File: src/rtl/snn_pkg.sv
// Shared widths and write-port FSM state for the spiking synapse blocks.
package snn_pkg;
  localparam int CUR_W = 8;
  localparam int WT_W  = 8;
  localparam int SUM_W = 12;

  typedef enum logic {
    WR_IDLE   = 1'b0,
    WR_COMMIT = 1'b1
  } wr_state_t;
endpackage

File: src/rtl/syn_decay_timer.sv
// Decay prescaler: counts 0..PERIOD-1 and pulses tick on the last count.
module syn_decay_timer #(
  parameter int PERIOD = 1
) (
  input  logic clk,
  input  logic rst,
  output logic tick
);
  logic [7:0] cnt;

  assign tick = (cnt == 8'(PERIOD - 1));

  always_ff @(posedge clk) begin
    if (rst)       cnt <= '0;
    else if (tick) cnt <= '0;
    else           cnt <= cnt + 8'd1;
  end
endmodule

File: src/rtl/spike_synapse.sv
// Synaptic current integrator: weighted spike sum plus decaying current, clamped to 0..255.
// Define SPIKE_SYNAPSE_CLAMP_CNT_EN to add the saturating clamp_cnt output.
module spike_synapse
  import snn_pkg::*;
#(
  parameter int                     N_IN         = 4,
  parameter int                     DECAY_SHIFT  = 1,
  parameter int                     DECAY_PERIOD = 1,
  parameter logic signed [WT_W-1:0] WT_INIT      = 8'sd0,
  localparam int                    AW           = (N_IN > 1) ? $clog2(N_IN) : 1
) (
  input  logic                    clk,
  input  logic                    rst,
  input  logic [N_IN-1:0]         spike_in,
  input  logic                    wt_valid,
  output logic                    wt_ready,
  input  logic [AW-1:0]           wt_addr,
  input  logic signed [WT_W-1:0]  wt_data,
`ifdef SPIKE_SYNAPSE_CLAMP_CNT_EN
  output logic [7:0]              clamp_cnt,
`endif
  output logic [CUR_W-1:0]        current,
  output logic                    clamped
);
  logic [N_IN-1:0][WT_W-1:0] wt;
  logic [CUR_W-1:0]          syn, shifted, decayed;
  logic signed [SUM_W-1:0]   sum, dec_ext, total;
  logic                      tick, wr_en;
  wr_state_t                 state, state_nxt;

  syn_decay_timer #(.PERIOD(DECAY_PERIOD)) u_tmr (
    .clk  (clk),
    .rst  (rst),
    .tick (tick)
  );

  // Small values would never decay by the shift alone, so they step down by one.
  assign shifted = syn >> DECAY_SHIFT;
  always_comb begin
    decayed = syn;
    if (tick) begin
      if (syn != '0 && shifted == '0) decayed = syn - CUR_W'(1);
      else                            decayed = syn - shifted;
    end
  end

  always_comb begin
    sum = '0;
    for (int i = 0; i < N_IN; i++)
      if (spike_in[i]) sum = sum + {{(SUM_W-WT_W){wt[i][WT_W-1]}}, wt[i]};
  end

  assign dec_ext = {{(SUM_W-CUR_W){1'b0}}, decayed};
  assign total   = dec_ext + sum;

  always_ff @(posedge clk) begin
    if (rst) begin
      syn     <= '0;
      clamped <= 1'b0;
    end else if (total < 0) begin
      syn     <= '0;
      clamped <= 1'b1;
    end else if (total > 12'sd255) begin
      syn     <= '1;
      clamped <= 1'b1;
    end else begin
      syn     <= total[CUR_W-1:0];
      clamped <= 1'b0;
    end
  end

  assign current = syn;

  always_ff @(posedge clk) begin
    if (rst) state <= WR_IDLE;
    else     state <= state_nxt;
  end

  always_comb begin
    state_nxt = state;
    case (state)
      WR_IDLE:   if (wt_valid) state_nxt = WR_COMMIT;
      WR_COMMIT: state_nxt = WR_IDLE;
      default:   state_nxt = WR_IDLE;
    endcase
  end

  always_comb begin
    wt_ready = (state == WR_IDLE);
  end

  assign wr_en = wt_valid && wt_ready;

  // Out-of-range addresses match no lane, so the handshake completes without a write.
  for (genvar i = 0; i < N_IN; i++) begin : g_wt
    always_ff @(posedge clk) begin
      if (rst)                                wt[i] <= WT_INIT;
      else if (wr_en && wt_addr == AW'(i))    wt[i] <= wt_data;
    end
  end

`ifdef SPIKE_SYNAPSE_CLAMP_CNT_EN
  always_ff @(posedge clk) begin
    if (rst)                           clamp_cnt <= '0;
    else if (clamped && clamp_cnt != '1) clamp_cnt <= clamp_cnt + 8'd1;
  end
`endif
endmodule

File: config.mk
export PLATFORM = sky130hd
export DESIGN_NAME = spike_synapse
export DESIGN_NICKNAME = d
export VERILOG_FILES = /design/src/rtl/snn_pkg.sv /design/src/rtl/syn_decay_timer.sv /design/src/rtl/spike_synapse.sv
export SDC_FILE = /design/constraint.sdc
export NUM_CORES = 1
export LEC_CHECK = 0
export ABC_AREA = 1
export BUFFER_PORTS_ARGS = -buffer_cell sky130_fd_sc_hd__buf_2
export CAP_MARGIN = 15
export CORE_MARGIN = 2
export CORE_UTILIZATION = 40
export DETAILED_ROUTE_END_ITERATION = 10
export PLACE_DENSITY_LB_ADDON = 0.25
export SLEW_MARGIN = 15
export SYNTH_ARGS = -nofsm -noshare
export SYNTH_HDL_FRONTEND = slang
export SYNTH_SLANG_ARGS = --single-unit
File: constraint.sdc
create_clock -name clk -period 6.03 [get_ports clk]
set_input_delay 0.603 -clock clk [delete_from_list [all_inputs] [get_ports clk]]
set_output_delay 0.603 -clock clk [all_outputs]
set_load 0.1 [all_outputs]
---- Yosys cells after proc, flatten, opt, wreduce, memory -nomap -nowiden ----
Cells that the tools add are included.
cells by class
  $add $sub $neg .......................... 7
  reduce and logical (&&, ||, !) cells .... 12
  $lt $le $gt $ge ......................... 2
  equality and inequality tests ........... 3
  mux-type cells .......................... 11
  bitwise operators ....................... 1
operator list
  cell                 count
  $mux 12              4
  $add 12x12->12       3
  $mux 8               3
  $logic_not 8->1      2
  $add 9x12->12        1
  $gt 12x9->1 const B  1
  $lt 12x1->1 const B  1
  $add 8x1->8 const B  1
  $reduce_bool 8->1    1
  $sub 8x1->8 const B  1
  $sub 8x7->8          1
  $logic_and 1x1->1    6
  $eq 2x2->1 const B   2
  $reduce_or 2->1      2
  $mux 1               3
  $eq 2x1->1 const B   1
  $logic_not 2->1      1
  $pmux 1 s2           1
  $not 1->1            1
word-level totals
  word-level logic and storage cells ...... 44
  bits of input ports ..................... 17
  output and inout port bits .............. 10
  register bits after elaboration ......... 50

---- Longest topological paths before layout ----
Gate-level depths: netlist (run 1).
  depth in word-level cells ............... 11
  depth in mapped cells ................... 39
  depth with buffers taken out ............ 38

---- Modules after synthesis ----
Synthesis (run 1) repeated with hierarchy kept, for this count alone.
unflattened totals
  cell total of the unflattened synthesis .. 748
  area, all modules ....................... 4742.0 um^2
modules (own cells, without submodules)
  module           area an instance (um^2)  sequential area each (um^2)  instances  cells each
  spike_synapse    4274.1                   840.8                        1          679
  syn_decay_timer  467.9                    160.2                        1          69

---- Least setup slack after synthesis (run 1) ----
Ideal clock, no wire load.
  path type ............................... input -> register
  start point ............................. input spike_in[0]
  end point ............................... register clamped
  required time ........................... 5917 ps
  path buffers ............................ 1
  library setup time ...................... 113 ps
  cell stages on the path ................. 37
  slack ................................... 574 ps
  arrival ................................. 5342 ps
  cells stage by stage .................... buf_2 > nand2_1 > inv_1 > ha_1 > fa_1 > nand3_1 > nand2_1 > xnor2_1 > o21ai_0 > ha_1 > nand2_1 > inv_1 > nand2_1 > nand2_1 > a21oi_1 > xor2_1 > o21ai_0 > ha_1 > a21o_1 > o21bai_1 > a21oi_1 > xor2_1 > o21ai_0 > ha_1 > nand2_1 > nor3_1 > nand2_1 > o211ai_1 > a21oi_1 > inv_1 > nand3_1 > nor2_1 > nand3_2 > nand2_4 > nand2_1 > o21ai_1 > inv_1
between the ends
  word-level cells in the longest chain between the ends .. 11
  elaborated cells on any way between the ends .. 12
RTL lines
  element               RTL line             text
  start, declared       spike_synapse.sv:14  input logic [N_IN-1:0] spike_in,
  $mux 12 (*)           spike_synapse.sv:50  if (spike_in[i]) sum = sum + {{(SUM_W-WT_W){wt[i][WT_W-1]}}, wt[i]};
  $add 12x12->12        spike_synapse.sv:50
  $mux 12 (*)           spike_synapse.sv:50
  $add 12x12->12        spike_synapse.sv:50
  $mux 12 (*)           spike_synapse.sv:50
  $add 12x12->12        spike_synapse.sv:50
  $mux 12 (*)           spike_synapse.sv:50
  $add 9x12->12 (*)     spike_synapse.sv:54  assign total = dec_ext + sum;
  $gt 12x9->1           spike_synapse.sv:63  end else if (total > 12'sd255) begin
  $mux 1                spike_synapse.sv:63
  $mux 1 (*)            spike_synapse.sv:60  end else if (total < 0) begin
  end signal, assigned  spike_synapse.sv:59  clamped <= 1'b0;
  end signal, assigned  spike_synapse.sv:62  clamped <= 1'b1;
  end signal, assigned  spike_synapse.sv:65  clamped <= 1'b1;
  end, declared         spike_synapse.sv:23  output logic clamped
Every way passes the cells marked *; elsewhere a longest branch is shown, timed or not.
A chain may end at the register's enable or synchronous reset.

---- Worst setup path in the final report (run 1) ----
  start point ............................. input spike_in[0]
  end point ............................... register syn[0], in the netlist current[0]
between the ends
  word-level cells in the longest chain between the ends .. 10
  elaborated cells on any way between the ends .. 12
RTL lines
  element                                     RTL line                                  text
  $mux 12 (*)                                 spike_synapse.sv:50
  $add 12x12->12                              spike_synapse.sv:50
  $mux 12 (*)                                 spike_synapse.sv:50
  $add 12x12->12                              spike_synapse.sv:50
  $mux 12 (*)                                 spike_synapse.sv:50
  $add 12x12->12                              spike_synapse.sv:50
  $mux 12 (*)                                 spike_synapse.sv:50
  $add 9x12->12 (*)                           spike_synapse.sv:54
  $gt 12x9->1 or $lt 12x1->1 (tied branches)  spike_synapse.sv:63, spike_synapse.sv:60
  $mux 8 or $reduce_or 2->1 (tied branches)   n/a
  end signal, assigned                        spike_synapse.sv:67                       syn <= total[CUR_W-1:0];
  end, declared                               spike_synapse.sv:26                       logic [CUR_W-1:0] syn, shifted, decayed;
Marks and branches as above.

==> results_dict.tcl, run 1 <==
set metrics [dict create \
    status "complete, no violations" \
    synth.area.top_cells "dfxtp_1, ha_1, nand2_1" \
    hold_buffers 0 \
    leakagePower_uw 0.00265 \
    met1_length_microns 5390 \
    wl_per_cell_microns 13.0 \
    topRoutingLayerUsed "met4" \
    synth_top_area_frac 0.217 \
    ys_seq_elements 50 \
    period_needed_ns 5.58 \
    synth_fp_nets 807 \
    drive_above_1_share 0.0815 \
    overflow 0 \
    grt_pass1_vias 4540 \
    required_ns 6.28 \
    ant_nets 0 \
    drt-pass1-iter-count 5 \
    coreArea_sq_mm 0.0113 \
    path_max_fanout 8 \
    synth-edff-count 0 \
    ios 27 \
    synthCells 734 \
    hold_ws_ns 0.453 \
    n_antenna_cell 0 \
    totalWireLength_microns 11800 \
    clockRootBuffer "clkbuf_16" \
    antenna_found_initial 0 \
    hold_path_class "flop to flop" \
    clk_latency_ns 0.30 \
    vias 4588 \
    yosysMostFrequentCell "nand2_1" \
    p_per_area_mw_per_mm2 381 \
    synthFlopType "dfxtp_1" \
    slew_headroom 0.343 \
    cts-buffers-inserted 5 \
    maxCapViolations 0 \
    grtUsageTotal 0.196 \
    startpoint_type "input port" \
    end_kind "flop" \
    rows 39 \
    drv_slew 0 \
    gp_congestion 0.905 \
    finalCritPeriodShare 0.926 \
    initial_utilization 0.408 \
    path_clk_slew_ns 0.07 \
    wl_met3_microns 308 \
    synth_area_per_cell_sq_um 6.29 \
    drcViolationCount 0 \
    clock_sinks 50 \
    synthTopCellsByCount "nand2_1, nor2_1, inv_1, o21ai_0, ha_1" \
    finalSetupViolations 0 \
    post-dp-hpwl_microns 9490 \
    async_flop_share 0 \
    fin_nets 833 \
    syn_to_final_growth_pct 11.3 \
    seq_area_frac_synth 0.217 \
    cp_data_arrival_time_ns 5.83 \
    slowest_stage "fa_2" \
    synth_top_cell_by_area "dfxtp_1" \
    finalPower_uw 1960 \
    die_area_sq_mm 0.0124 \
    yosysUniqueCellTypes 34 \
    path_class "input port to flop" \
    final_area_sq_mm 0.00514 \
    cts_tree "yes" \
    port_buffers 26 \
    fp.dieW_microns 111 \
    critPathMaxStageDelay_ns 0.37 \
    dpl_cell_area_sq_mm 0.00488 \
    wl_met2_microns 5730 \
    syn_area_sq_mm 0.00462 \
    fin_tns_setup_ns 0 \
    first_iter_violations 230 \
    ys_warn_count 0 \
    die_height_microns 111 \
    clockBufferDepth 2 \
    crit_top_cell "nand2_1" \
    final_hold_viol_count 0 \
    via_per_inst 5.08 \
    peakVddDrop_v 0.000353 \
    cts-htree-levels 2 \
    max_freq_ghz 0.179 \
    grt_pass1_wl_microns 20300 \
    skew_ns 0.00360 \
    finalCoreUtilization 0.454 \
    grt_max_degree 35 \
    worst_pin_slew_ns 0.985 \
]
==> layout by cell type, fill, tap and decap left out, types with 2 or more instances in the layout <==
cell / instances
a21oi_1: 43
a21o_1: 2
nand2_2: 6
buf_2: 26
o21ai_1: 8
dfxtp_1: 50
buf_4: 5
nand2_4: 2
inv_1: 100
nand3_1: 42
a21oi_2: 3
ha_1: 51
fa_1: 4
nand2_1: 165
nand3b_1: 2
nand3_2: 5
nor4_1: 2
nor2_1: 109
nand4_1: 12
o21ai_0: 59
xor2_1: 19
bufinv_16: 2
xnor2_1: 12
o21bai_1: 5
a31oi_1: 4
inv_2: 3
nor3_1: 4
nor3b_1: 2
clkbuf_16: 5
==> state kept, by name, indices dropped and copies added, names as in the netlist <==
signal / flops
clamped: 1
current: 8
state: 1
u_tmr.cnt: 8
wt: 32
==> through the flow <==
step / cells / setup WS [ns]
floorplan: 734 / 0.574
global placement: 892 / 0.0400
detailed placement: 892 / -0.201
CTS: 900 / 0.111
global route: 904 / -0.0367
finish: 904 / 0.448
==> critical path, delay by kind of cell <==
| kind | cells | cell delay [ns] |
|---|---|---|
| buf+inv | 6 | 0.44 |
| simple gates | 15 | 1.43 |
| fa+ha+maj | 5 | 1.59 |
| xor+xnor | 3 | 0.47 |
| compound gates | 9 | 1.25 |
==> worst paths after layout <==
| kind | startpoint | end | slack (ns) | cells after the start |
|---|---|---|---|---|
| hold reg to reg | u_tmr.cnt[0] | u_tmr.cnt[0] | 0.45 | 1 |
| setup reg to reg | wt[0] | current[0] | 0.60 | 37 |
| hold / removal | u_tmr.cnt[0] | u_tmr.cnt[0] | 0.45 | 1 |
| setup / recovery | spike_in[0] | current[0] | 0.45 | 38 |
==> area by class of cell <==
| class | instances | area (sq um) |
|---|---|---|
| well taps | 143 | 179 |
| flip-flops and latches | 50 | 1000 |
| inverters | 104 | 390 |
| clock inverters | 3 | 68.8 |
| multi-input cells | 568 | 3210 |
| repair buffers | 31 | 168 |
| clock buffers | 5 | 125 |
| fillers | 1211 | 6180 |
==> where the power goes <==
group / leakage, uW / internal [uW] / switching, uW
combinational: 0.00215 / 400 / 785
sequential: 0.000409 / 364 / 36.0
clock: 0.0000940 / 239 / 132
==> cell families (layout without fill, tap and decap cells) <==
group / Yosys count / after routing / share of synthesized area
compound gates: 127 / 127 / 0.145
buf+inv: 116 / 143 / 0.0954
xor+xnor: 31 / 31 / 0.0588
fa+ha+maj: 56 / 56 / 0.160
simple gates: 354 / 354 / 0.324
flops: 50 / 50 / 0.217
==> layer usage <==
metal  vias up  track usage
met5         -            0
met4         0       0.0650
met3        26       0.0267
met2        87        0.351
met1      2055        0.243
li1       2420            -
==> timing repair <==
item                                    in CTS  in global routing
endpoints found under the setup margin       0                  9
setup buffers                                0                  4
resized for setup                            0                 13
No activity file was read; power rests on OpenSTA's default activity.
==> run 2: changes to the inputs <==
==> constraint.sdc (replaced) <==
create_clock -name clk -period 6.03 [get_ports clk]
set_input_delay 0.3015 -clock clk [delete_from_list [all_inputs] [get_ports clk]]
set_output_delay 0.3015 -clock clk [all_outputs]
set_load 0.1 [all_outputs]
==> results_dict.tcl, run 2 (synthesized netlist as in run 1, its figures left out) <==
set metrics [dict create \
    status "complete, no violations" \
    fin_tns_setup_ns 0 \
    antenna_found_initial 0 \
    ios 27 \
    post-dp-hpwl_microns 9540 \
    cp_data_arrival_time_ns 5.60 \
    wl_met3_microns 469 \
    clock_sinks 50 \
    clockBufferDepth 2 \
    place_inst 891 \
    critPathMaxStageDelay_ns 0.41 \
    grt_pass1_vias 4469 \
    via_per_inst 5.08 \
    drt-pass1-iter-count 5 \
    rr_worst_depth 34 \
    die_area_sq_mm 0.0124 \
    layout_commonest_cell "nand2_1" \
    slew_headroom 0.340 \
    hold_path_class "input port to flop" \
    skew_ns 0.00970 \
    required_ns 6.20 \
    coreArea_sq_mm 0.0113 \
    rows 39 \
    initial_utilization 0.408 \
    r2r-end "current[4]" \
    rsz0062_at_grt "no" \
    drcViolationCount 0 \
    grtUsageTotal 0.195 \
    first_iter_violations 180 \
    critPathLaunch "wt[0]" \
    vias 4573 \
    overflow 0 \
    maxCapViolations 0 \
    final_hold_viol_count 0 \
    wl_met2_microns 5830 \
    path_clk_slew_ns 0.08 \
    clockRootBuffer "clkbuf_16" \
    min_from "rst" \
    path_max_fanout 5 \
    p_per_area_mw_per_mm2 367 \
    grt_max_degree 35 \
    die_height_microns 111 \
    finalCritPeriodShare 0.899 \
    peakVddDrop_v 0.000462 \
    cts-buffers-inserted 5 \
    totalWireLength_microns 11800 \
    period_needed_ns 5.42 \
    syn_to_final_growth_pct 10.3 \
    largest_reg_flops 32 \
    clk_latency_ns 0.30 \
    hold_buffers 0 \
    drive_above_1_share 0.0778 \
    r2r-start "wt[0]" \
    n_antenna_cell 0 \
    cts_tree "yes" \
    cts-htree-levels 2 \
    slowest_stage "fa_1" \
    gp_congestion 0.894 \
    leakagePower_uw 0.00262 \
    fin_cells 901 \
    largest_register "wt" \
    drv_slew 0 \
    startpoint_type "flop" \
    max_freq_ghz 0.184 \
    reg2reg_setup_slack_ns 0.61 \
    crit_end "current[4]" \
    port_buffers 26 \
    fp.dieW_microns 111 \
    path_class "flop to flop" \
    end_kind "flop" \
    worst_pin_slew_ns 0.988 \
    wl_per_cell_microns 13.1 \
    fin_nets 830 \
    ant_nets 0 \
    met1_length_microns 5280 \
    final_cell_mix "nand2_1, nor2_1, inv_1" \
    finalSetupViolations 0 \
    grt_pass1_wl_microns 20100 \
    topRoutingLayerUsed "met4" \
]
[run 2: changes by cell type in the layout (fill, tap and decap cells not counted), moves of 2 or more]
cell,delta
o21ai_1,-2
o21ai_2,+3
buf_4,-3
bufinv_16,-2
ha_1,-2
a21oi_1,+2
a21oi_2,-2
ha_4,+2
[run 2: final cells by class]
cell class	count	area, sq um
sequential	50	1000
multi-input combinational	568	3220
fill	1182	6230
clock inverter	3	28.8
clock buffer	5	125
timing repair buffer	28	145
tap	143	179
inverter	104	390
[run 2: worst max-delay path: cells and delay by family, from the launching register on]
kind                       cells  cell delay, ns
xor gates and xnor gates       3            0.50
DFF                            1            0.32
buffers and inverters          5            0.36
AOI/OAI and AO/OA             12            1.81
adders and majority gates      5            1.50
and+or+nand+nor                9            0.80
[run 2: layer usage]
layer	up-vias	global-route usage
met5	-	0
met4	0	0.0609
met3	22	0.0261
met2	77	0.359
met1	2057	0.236
li1	2417	-
[run 2: through the flow]
| stage | cell area [sq um] | hold slack, ns | util | setup WS [ns] | power [uW] |
|---|---|---|---|---|---|
| final | 5090 | 0.194 | 0.450 | 0.606 | 1870 |
| after global routing | 5090 | 0.191 | 0.450 | 0.0673 | 2030 |
| after CTS | 5030 | 0.199 | 0.444 | 0.184 | 1840 |
| after detailed placement | 4880 | 0.439 | 0.431 | 0.0561 | 1540 |
| after global placement | 4880 | 0.433 | 0.431 | 0.232 | 1510 |
| after floorplan | 4620 | 0.374 | - | 0.876 | 1310 |
[run 2: worst min-delay path by stage]
stage | to | depth (start not counted)
final | state | 2
after global routing | state | 2
after CTS | state | 2
after detailed placement | u_tmr.cnt[0] | 1
after global placement | u_tmr.cnt[0] | 1
after floorplan | state | 1
[run 2: timing repair]
| action | 4_1_cts | 5_1_grt |
|---|---|---|
| gates resized for setup | 0 | 13 |
| buffers inserted | 0 | 2 |
| endpoints found under the setup margin | 0 | 9 |
[run 2: power by group]
part,leakage (uW),internal (uW),switching (uW)
registers,0.000409,364,36.1
logic,0.00214,396,773
clock network,0.0000763,159,141
